<file path="src/rtl/state_code_monitor.sv">
// state_code_monitor
// Watches a sequencer state code, turns every code change into an event
// {previous code, new code, dwell cycles} and queues events in a small
// first-word-fall-through FIFO drained through a valid/ready handshake.
module state_code_monitor #(
    parameter int CODE_W     = 2,
    parameter int DWELL_W    = 8,
    parameter int DEPTH_LOG2 = 2
) (
    input  logic                  clk,
    input  logic                  reset,
    input  logic [CODE_W-1:0]     code_in,
    input  logic                  evt_ready,
    input  logic                  clear_ovf,
    output logic                  evt_valid,
    output logic [CODE_W-1:0]     evt_prev,
    output logic [CODE_W-1:0]     evt_code,
    output logic [DWELL_W-1:0]    evt_dwell,
    output logic [DEPTH_LOG2:0]   fill,
    output logic                  overflow
);

    localparam int DEPTH   = 2 ** DEPTH_LOG2;
    localparam int ENTRY_W = 2 * CODE_W + DWELL_W;
    localparam logic [DEPTH_LOG2:0] FILL_FULL = (DEPTH_LOG2 + 1)'(DEPTH);

    typedef logic [ENTRY_W-1:0] entry_t;

    typedef enum logic {
        ST_UNPRIMED,
        ST_PRIMED
    } state_t;

    state_t                  state_q;
    logic [CODE_W-1:0]       code_q;
    logic [DWELL_W-1:0]      dwell_cnt;

    entry_t                  mem [DEPTH];
    logic [DEPTH_LOG2-1:0]   wr_ptr;
    logic [DEPTH_LOG2-1:0]   rd_ptr;
    logic [DEPTH_LOG2:0]     fill_q;
    logic                    ovf_q;

    logic                    changed;
    logic                    full;
    logic                    do_pop;
    logic                    do_push;
    logic                    drop;
    entry_t                  new_entry;
    entry_t                  head;

    // Change detection and FIFO accept/drop decisions for this edge.
    always_comb begin
        changed   = (state_q == ST_PRIMED) && (code_in != code_q);
        full      = (fill_q == FILL_FULL);
        do_pop    = (fill_q != '0) && evt_ready;
        // A full FIFO still accepts a push when the head leaves on the same edge.
        do_push   = changed && (!full || do_pop);
        drop      = changed && full && !do_pop;
        new_entry = {code_q, code_in, dwell_cnt};
    end

    // Priming, code tracking and saturating dwell counter.
    always_ff @(posedge clk or negedge reset) begin
        if (!reset) begin
            state_q   <= ST_UNPRIMED;
            code_q    <= '0;
            dwell_cnt <= '0;
        end else begin
            case (state_q)
                ST_UNPRIMED: begin
                    state_q   <= ST_PRIMED;
                    code_q    <= code_in;
                    dwell_cnt <= DWELL_W'(1);
                end
                ST_PRIMED: begin
                    if (changed) begin
                        code_q    <= code_in;
                        dwell_cnt <= DWELL_W'(1);
                    end else if (dwell_cnt != '1) begin
                        dwell_cnt <= dwell_cnt + 1'b1;
                    end
                end
                default: state_q <= ST_UNPRIMED;
            endcase
        end
    end

    // FIFO pointers, occupancy count and sticky overflow flag.
    always_ff @(posedge clk or negedge reset) begin
        if (!reset) begin
            wr_ptr <= '0;
            rd_ptr <= '0;
            fill_q <= '0;
            ovf_q  <= 1'b0;
        end else begin
            if (do_push) begin
                wr_ptr <= wr_ptr + 1'b1;
            end
            if (do_pop) begin
                rd_ptr <= rd_ptr + 1'b1;
            end
            case ({do_push, do_pop})
                2'b10:   fill_q <= fill_q + 1'b1;
                2'b01:   fill_q <= fill_q - 1'b1;
                default: fill_q <= fill_q;
            endcase
            if (drop) begin
                ovf_q <= 1'b1;
            end else if (clear_ovf) begin
                ovf_q <= 1'b0;
            end
        end
    end

    // Event storage; contents are only observable through the gated head.
    always_ff @(posedge clk) begin
        if (do_push) begin
            mem[wr_ptr] <= new_entry;
        end
    end

    // Head presentation; fields read zero whenever the FIFO is empty.
    always_comb begin
        head      = (fill_q != '0) ? mem[rd_ptr] : '0;
        evt_valid = (fill_q != '0);
        evt_prev  = head[ENTRY_W-1 -: CODE_W];
        evt_code  = head[DWELL_W +: CODE_W];
        evt_dwell = head[DWELL_W-1:0];
        fill      = fill_q;
        overflow  = ovf_q;
    end

endmodule

</file>
<file path="config.mk">
export PLATFORM = sky130hd
export DESIGN_NAME = state_code_monitor
export DESIGN_NICKNAME = d
export VERILOG_FILES = /design/src/rtl/state_code_monitor.sv
export SDC_FILE = /design/constraint.sdc
export NUM_CORES = 1
export LEC_CHECK = 0
export BUFFER_PORTS_ARGS = -buffer_cell sky130_fd_sc_hd__buf_2
export CAP_MARGIN = 20
export CELL_PAD_IN_SITES_DETAIL_PLACEMENT = 0
export CELL_PAD_IN_SITES_GLOBAL_PLACEMENT = 1
export CORE_MARGIN = 10
export CORE_UTILIZATION = 33
export CTS_CLUSTER_SIZE = 25
export DETAILED_ROUTE_END_ITERATION = 10
export PLACE_DENSITY_LB_ADDON = 0.1
export SYNTH_ARGS = -nofsm -noshare
export SYNTH_HDL_FRONTEND = slang
export SYNTH_SLANG_ARGS = --single-unit
</file>
<file path="constraint.sdc">
create_clock -name clk -period 2.1 [get_ports clk]
set_input_delay 0.105 -clock clk [delete_from_list [all_inputs] [get_ports clk]]
set_output_delay 0.105 -clock clk [all_outputs]
set_load 0.02 [all_outputs]
</file>
==> results.ini, run 1 <==
[route]
wl_per_cell_um = 16.1
viasPerCell = 4.65
wirelength_um = 5280
drc_errors = 0
drt.antenna.violating_nets = 0
dr.pass1.iters = 4
vias = 1531
first_iter_violations = 42

[synthesis]
syn_avg_cell_area_sq_um = 16.0
netlist_area_sq_mm = 0.00283
ys_warn_count = 0
syn_inst = 177
synth_seq_cells = 67
yosysUniqueCellTypes = 34
ys_seq_area_share_pct = 67.8
syn_nets = 189

[finish]
drive_gt1_share_pct = 30.8
synthToLayoutAreaGrowth_pct = 22.5
num-nets-final = 231
diodes = 0

[cts]
htree_levels = 3
clock-sinks = 67
clock_latency_ns = 0.33
root_buffer = clkbuf_8
cts_buffer_depth = 2
cts_tree = built
cts_buffers = 9
clkTransAtPathRegs_ns = 0.07

[outcome]
status = finished, final reports clean

[worst_setup_path]
arrival_ns = 2.27
crit_fanout = 5
cp-start-kind = register
cp.required_ns = 2.35
r2r-start = fill[0]$_DFFE_PN0P_
r2r_end = fill[1]$_DFFE_PN0P_
crit_path_end_kind = register
setup.worst_path.class = register to register
reg2reg_depth = 7
r2r_slack_ns = 0.08

[sta]
fin_hold_ws_ns = 0.191
final-hold-violation-count = 0
layout_worst_path_cycle_share_pct = 96.3
fin_tns_setup_ns = 0
max_freq_mhz = 494
clock-skew-final_ns = 0.00817
min_period_ns = 2.02
rsz0062_at_grt = no
setup_viol = 0
slew_viol_final = 0

[grt]
antenna_found_initial = 0
first_global_vias = 1648
grt_pass1_wl_um = 8660
grt_overflow = 0
grt_start_max_net_pins = 20
track_usage_pct = 8.85

[power]
vdd_drop_max_mv = 0.428
power_per_cell_area_mw_per_mm2 = 1320
p_leak_nw = 1.30

[place]
gp_congestion = 0.737
port_buffers = 22
dp_hpwl_um = 3740

[floorplanning]
fp.dieH_um = 113
core_area_sq_mm = 0.00826
start_util_pct = 34.2
dieArea_sq_mm = 0.0127
die_w_um = 113
rows = 33
ios = 23

[worst_hold_path]
min_path_type = input pin to register
hold_end = fill[0]$_DFFE_PN0P_
whs_path_depth = 3
min-delay-start = evt_ready

[run]
drv_cap = 0

## cells in the mapped netlist, drive strengths merged
library cell	instances	area, sq um
mux2i	2	20.0
edfxtp	48	1440
conb	1	3.75
and2	17	109
mux4	12	270
nor3b	1	7.51
fa	1	20.0
nand2b	1	6.26
nor4b	1	8.76
xor2	4	35.0
nor3	1	5.00
nor2b	1	6.26
nor2	9	33.8
and3	4	25.0
nand3	6	30.0
a31oi	4	25.0
o21a	1	7.51
nand2	7	26.3
o221ai	1	8.76
clkbuf	3	11.3
inv	5	18.8
or3	1	11.3
ha	5	62.6
o21ai	8	51.3
nand3b	1	7.51
dfrtp	19	475
xnor2	6	52.6
buf	5	30.0
a21oi	1	5.00
nor4	1	12.5
## worst max path at each step
stage	start	endpoint	slack, ns	depth (start not counted)
after detailed placement	fill[0]$_DFFE_PN0P_	fill[1]$_DFFE_PN0P_	0.08	7
after floorplan	fill[0]$_DFFE_PN0P_	fill[1]$_DFFE_PN0P_	0.005	8
after global routing	code_q[0]$_DFFE_PN0P_	fill[2]$_DFFE_PN0P_	0.01	7
final	fill[0]$_DFFE_PN0P_	fill[1]$_DFFE_PN0P_	0.08	7
after global placement	code_q[1]$_DFFE_PN0P_	fill[2]$_DFFE_PN0P_	0.17	7
after CTS	code_in[1]	fill[1]$_DFFE_PN0P_	0.05	9
## area by class of cell
| type | instances | area (sq um) |
|---|---|---|
| Clock buffer | 15 | 186 |
| Clock inverter | 1 | 30.0 |
| Fill cell | 757 | 4790 |
| Inverter | 5 | 18.8 |
| Multi-Input combinational cell | 97 | 868 |
| Sequential cell | 67 | 1920 |
| Tap cell | 105 | 131 |
| Timing Repair Buffer | 39 | 310 |
## cell families after synthesis
logic type / Yosys count / share of synthesized area [%]
other cells: 1 / 0.133
buf+inv: 13 / 2.12
compound gates: 15 / 3.45
flops: 67 / 67.8
mux: 14 / 10.3
xor+xnor: 10 / 3.10
fa+ha+maj: 6 / 2.92
simple gates: 51 / 10.2
## flip-flops by register name (all words and copies together) (netlist names)
register and flops:
wr_ptr 2, dwell_cnt 8, code_q 2, overflow 1
fill 3, state_q 1, mem 48, rd_ptr 2
## what timing repair did
action,CTS,global route
setup endpoints to repair,0,2
hold buffers,4,0
gates resized for setup,0,3
endpoints found under the hold margin,22,0
buffers inserted,0,0
## through the flow
step | setup WS (ns) | utilization [%] | power (mW) | cells | area, sq um
after floorplan | 0.00535 | - | 2.86 | 177 | 2830
after global placement | 0.167 | 38.6 | 3.48 | 309 | 3190
after detailed placement | 0.0780 | 38.6 | 3.54 | 309 | 3190
after CTS | 0.0546 | 41.7 | 4.66 | 329 | 3450
after global routing | 0.0114 | 41.9 | 4.86 | 329 | 3460
final | 0.0767 | 41.9 | 4.57 | 329 | 3460
## worst max-delay path, cell delays in order, from the launching register on
cell and delay [ns]:
dfrtp_2 0.40, or3_4 0.39, and2_4 0.19, nand2_1 0.08
fa_2 0.45, a31oi_1 0.15, o221ai_1 0.13, a21oi_1 0.15
## where the power goes
group	leakage (nW)	switching, mW	internal, mW	total, mW
sequential	0.684	0.101	1.64	1.74
clock	0.110	0.431	0.680	1.11
combinational	0.508	0.911	0.807	1.72
total	1.30	1.44	3.13	4.57
## cells in the final DEF (no fill, tap or decap), drive strengths merged, types with 2 or more instances in the layout
| cell | n |
|---|---|
| mux2i | 2 |
| clkbuf | 15 |
| edfxtp | 48 |
| nand2 | 7 |
| inv | 5 |
| and2 | 17 |
| dfrtp | 19 |
| and3 | 4 |
| mux4 | 12 |
| nor2 | 9 |
| ha | 5 |
| buf | 35 |
| nand3 | 6 |
| o21ai | 8 |
| xor2 | 4 |
| xnor2 | 6 |
| a31oi | 4 |
| dlygate4sd3 | 4 |
## routing by layer
layer | global-route usage [%] | part of all wire, % | up-vias
li1 | - | - | 731
met1 | 10.2 | 42 | 775
met2 | 14.8 | 53 | 17
met3 | 2.56 | 3.3 | 8
met4 | 4.06 | 1.3 | 0
met5 | 0 | 0 | -
No activity file was read; power rests on OpenSTA's default activity.
==> inputs of run 2 (changes only) <==
Settings changed: SETUP_SLACK_MARGIN set to 0.4.
==> run 2 against run 1 <==
Compared with the run above:
- worst hold slack worse by 0.13 ns
- flip-flop and latch count unchanged
- first-iteration DRC count up 14%
- non-clock buffer count up 11
- clock-buffer cell count down 6
- critical path type unchanged
==> results.ini, run 2 (same netlist as run 1, synthesis figures left out) <==
[finish]
utilization_pct = 44.5
num-nets-final = 244
drive_gt1_share_pct = 46.0
fillers = 752
layout_commonest_cell = edfxtp_1
largest_reg_flops = 48
synthToLayoutAreaGrowth_pct = 30.0
layout_common_cells = edfxtp_1 (48), and2_4 (19), buf_4 (17)
final_cell_area_sq_mm = 0.00368
top_register = mem
diodes = 0

[route]
wl_per_cell_um = 18.2
first_iter_violations = 48
viasPerCell = 4.83
drc_errors = 0
drt.antenna.violating_nets = 0
wirelength_um = 6220
vias = 1652
dr.pass1.iters = 4

[sta]
rsz0062_at_grt = yes
fin_tns_setup_ns = 0
setup_slack_ns = 0.119
final-hold-violation-count = 0
min_period_ns = 1.98
clock-skew-final_ns = 0.0114
max_freq_mhz = 505
slew_viol_final = 0
setup_viol = 0
layout_worst_path_cycle_share_pct = 94.4

[cts]
clkTransAtPathRegs_ns = 0.07
cts_buffers = 9
cts_tree = built
htree_levels = 3
clock-sinks = 67
cts_buffer_depth = 2
clock_latency_ns = 0.34
root_buffer = clkbuf_8

[place]
port_buffers = 22
dp_hpwl_um = 3800
place_ws_ns = 0.0571
placed_area_sq_mm = 0.00314
gp_congestion = 0.749

[grt]
first_global_vias = 1755
grt_start_max_net_pins = 20
track_usage_pct = 10.2
grt_overflow = 0
grt_pass1_wl_um = 9800
antenna_found_initial = 0

[worst_setup_path]
arrival_ns = 2.24
reg2reg_depth = 7
r2r-start = fill[2]$_DFFE_PN0P_
crit_fanout = 2
r2r_end = fill[1]$_DFFE_PN0P_
setup.worst_path.class = register to register
critPathLaunch = fill[2]$_DFFE_PN0P_
cp.required_ns = 2.36
crit_path_end_kind = register
r2r_slack_ns = 0.12
cp-start-kind = register

[power]
power_mw = 4.95
vdd_drop_max_mv = 0.374
pwr-share-comb_pct = 45.6
p_seq_share_pct = 35.4
p_leak_nw = 1.40
power_per_cell_area_mw_per_mm2 = 1350
p_switching_mw = 1.66
p_sw_share_pct = 33.6
clockPowerShare_pct = 19.0
power.internal_mw = 3.29

[floorplanning]
die_w_um = 113
fp.dieH_um = 113
rows = 33
dieArea_sq_mm = 0.0127
ios = 23
start_util_pct = 34.2
core_area_sq_mm = 0.00826

[run]
drv_cap = 0

[worst_hold_path]
min-delay-start = code_in[1]
min_path_type = input pin to register
hold_end = mem[0][9]$_DFFE_PP_
whs_path_depth = 1

[outcome]
status = finished, final reports clean

[run 2: cell count changes in the layout (fill, tap and decap cells not counted), sizes merged]
| cell | delta |
|---|---|
| clkinv | +5 |
| bufinv | -1 |
| and2 | +2 |
| inv | +1 |
| clkinvlp | +1 |
| buf | +11 |
| clkbuf | -6 |
[run 2: worst max-delay path, cell delays in order (launching register included)]
cell	delay, ns
dfrtp_2	0.40
or3_4	0.39
and2_4	0.15
nand2_2	0.07
fa_1	0.42
a31oi_1	0.17
o221ai_1	0.14
a21oi_1	0.16
[run 2: worst max-delay path by stage]
| stage | endpoint | slack [ns] |
|---|---|---|
| after CTS | fill[1]$_DFFE_PN0P_ | 0.12 |
| final | fill[1]$_DFFE_PN0P_ | 0.12 |
| after detailed placement | fill[2]$_DFFE_PN0P_ | 0.06 |
| after floorplan | fill[1]$_DFFE_PN0P_ | 0.04 |
| after global routing | fill[1]$_DFFE_PN0P_ | 0.09 |
| after global placement | fill[2]$_DFFE_PN0P_ | 0.11 |
[run 2: what timing repair did]
item,CTS,global route
setup buffers,10,5
hold buffers,4,0
resized for setup,48,7
cloned,3,0
hold endpoints to repair,22,0
endpoints found under the setup margin,62,67
pin swaps,14,3
[run 2: power by group through the flow]
stage,clock [mW],sequential (mW),combinational (mW)
2_1_floorplan,0,1.80,1.09
3_3_place_gp,0,1.79,1.62
3_5_place_dp,0,1.81,1.64
4_1_cts,0.960,1.75,2.27
5_1_grt,1.03,1.77,2.42
6_report,0.939,1.75,2.26
[run 2: area by class of cell]
cell class                      instances  area [sq um]  area share (%)
Sequential cell                        67          1930            52.4
Multi-Input combinational cell         99           956            26.0
Clock inverter                          7          52.6            1.43
Timing Repair Buffer                   50           469            12.8
Tap cell                              105           131            3.57
Clock buffer                            9           124            3.37
Inverter                                5          18.8           0.510
[run 2: per-layer routing]
metal  part of all wire (%)  global-route usage [%]  vias up
met2                     54                    17.7       24
met1                     41                    11.6      853
met3                    3.1                    2.72       10
met4                    1.8                    4.31        0
met5                      0                       0        -
li1                       -                       -      765
[run 2: through the flow]
stage | cells | hold slack (ns)
after global placement | 304 | 0.0895
after detailed placement | 304 | 0.0961
after CTS | 337 | 0.0387
final | 342 | 0.0587
after floorplan | 177 | -0.191
after global routing | 342 | 0.0562
==> inputs of run 3 (changes only) <==
Settings changed: CORE_ASPECT_RATIO set to 1.4.
==> run 3 against run 2 <==
Compared with the run above:
- global-route usage hardly changed
- die area is 0.42% higher
- register-to-register slack better by 0.08 ns
- largest cell class unchanged
==> results.ini, run 3 (same netlist as run 1, synthesis figures left out) <==
[outcome]
status = finished, final reports clean

[sta]
max_freq_mhz = 526
rsz0062_at_grt = yes
layout_worst_path_cycle_share_pct = 90.6
final-hold-violation-count = 0
fin_tns_setup_ns = 0
setup_slack_ns = 0.198
clock-skew-final_ns = 0.00343
slew_viol_final = 0
min_period_ns = 1.90
setup_viol = 0

[route]
viasPerCell = 4.84
drt.antenna.violating_nets = 0
first_iter_violations = 71
wl_per_cell_um = 18.4
dr.pass1.iters = 4
wirelength_um = 6240
vias = 1641
drc_errors = 0

[floorplanning]
rows = 39
die_w_um = 98.2
fp.dieH_um = 130
start_util_pct = 34.3
core_area_sq_mm = 0.00825
ios = 23
dieArea_sq_mm = 0.0127

[finish]
num-nets-final = 244
diodes = 0
utilization_pct = 46.8
drive_gt1_share_pct = 45.6
largest_reg_flops = 48
synthToLayoutAreaGrowth_pct = 36.4
layout_common_cells = edfxtp_1 (48), and2_4 (19), buf_4 (17)
layout_commonest_cell = edfxtp_1
stdcell_count = 339
top_register = mem
fillers = 732

[worst_setup_path]
cp-start-kind = register
crit_path_end_kind = register
cp.required_ns = 2.35
crit_fanout = 2
setup.worst_path.class = register to register
arrival_ns = 2.15

[cts]
clkTransAtPathRegs_ns = 0.05
htree_levels = 3
cts_buffers = 9
clock_latency_ns = 0.33
cts_tree = built
clock-sinks = 67
root_buffer = clkbuf_16
cts_buffer_depth = 2

[grt]
antenna_found_initial = 0
track_usage_pct = 10.2
grt_pass1_wl_um = 9780
first_global_vias = 1772
grt_overflow = 0
grt_start_max_net_pins = 20

[place]
place_ws_ns = 0.0513
dp_hpwl_um = 3870
port_buffers = 22
gp_congestion = 0.783
dp.cells = 299

[power]
vdd_drop_max_mv = 0.666
power_per_cell_area_mw_per_mm2 = 1510
p_leak_nw = 1.48

[worst_hold_path]
min_path_type = input pin to register

[run]
drv_cap = 0

==> run 3: cell count changes in the layout (fill, tap and decap cells not counted), sizes merged <==
| cell | change |
|---|---|
| clkbuf | +2 |
| inv | -1 |
| clkinvlp | -1 |
| buf | -1 |
| clkinv | -2 |
| bufinv | +3 |
==> run 3: what timing repair did <==
action	CTS	global route
hold buffers	4	0
cloned	3	1
resized for setup	27	29
hold endpoints to repair	22	0
buffers inserted	13	3
endpoints found under the setup margin	63	62
pin swaps	14	17
==> run 3: area by class of cell <==
type	instances	area (sq um)	area share [%]
Sequential cell	67	1930	49.9
Timing Repair Buffer	50	505	13.1
Inverter	5	18.8	0.487
Multi-Input combinational cell	99	946	24.5
Tap cell	102	128	3.31
Clock inverter	6	104	2.69
Clock buffer	10	229	5.94
==> run 3: per-stage QoR <==
step                      power, mW  instance area [sq um]  hold WS (ns)
after floorplan                2.89                   2850        -0.191
after global placement         3.39                   3120        0.0847
after detailed placement       3.43                   3120        0.0926
after CTS                      5.62                   3730        0.0705
after global routing           6.09                   3860        0.0875
final                          5.82                   3860        0.0701
==> run 3: worst max-delay path: stages, from the launching register on <==
cell	delay (ns)
dfrtp_2	0.40
or3_4	0.39
and2_4	0.15
nand2_2	0.06
fa_1	0.43
a31oi_1	0.15
o221ai_1	0.12
a21oi_1	0.13
==> run 3: where the power goes <==
part | total [mW] | internal, mW | leakage [nW] | switching [mW]
Sequential | 1.76 | 1.65 | 0.678 | 0.112
Combinational | 2.38 | 1.31 | 0.643 | 1.07
Clock | 1.68 | 1.15 | 0.164 | 0.532
==> run 3: per-layer routing <==
layer / track usage (%) / part of all wire, % / vias up
li1: - / - / 766
met1: 11.1 / 40 / 838
met2: 17.7 / 54 / 29
met3: 2.98 / 3.7 / 8
met4: 5.58 / 1.9 / 0
met5: 0 / 0 / -
==> run 3: path summary, 6_finish.rpt <==
path | start | slack (ns) | depth (start not counted) | to
hold / removal | code_in[0] | 0.07 | 1 | mem[3][8]$_DFFE_PP_
setup / recovery | fill[1]$_DFFE_PN0P_ | 0.20 | 7 | fill[1]$_DFFE_PN0P_
min in group asynchronous | reset | 0.26 | 2 | fill[1]$_DFFE_PN0P_
setup reg to reg | fill[1]$_DFFE_PN0P_ | 0.20 | 7 | fill[1]$_DFFE_PN0P_
max in group asynchronous | reset | 1.50 | 2 | fill[0]$_DFFE_PN0P_
hold reg to reg | overflow$_DFFE_PN0P_ | 0.53 | 2 | overflow$_DFFE_PN0P_
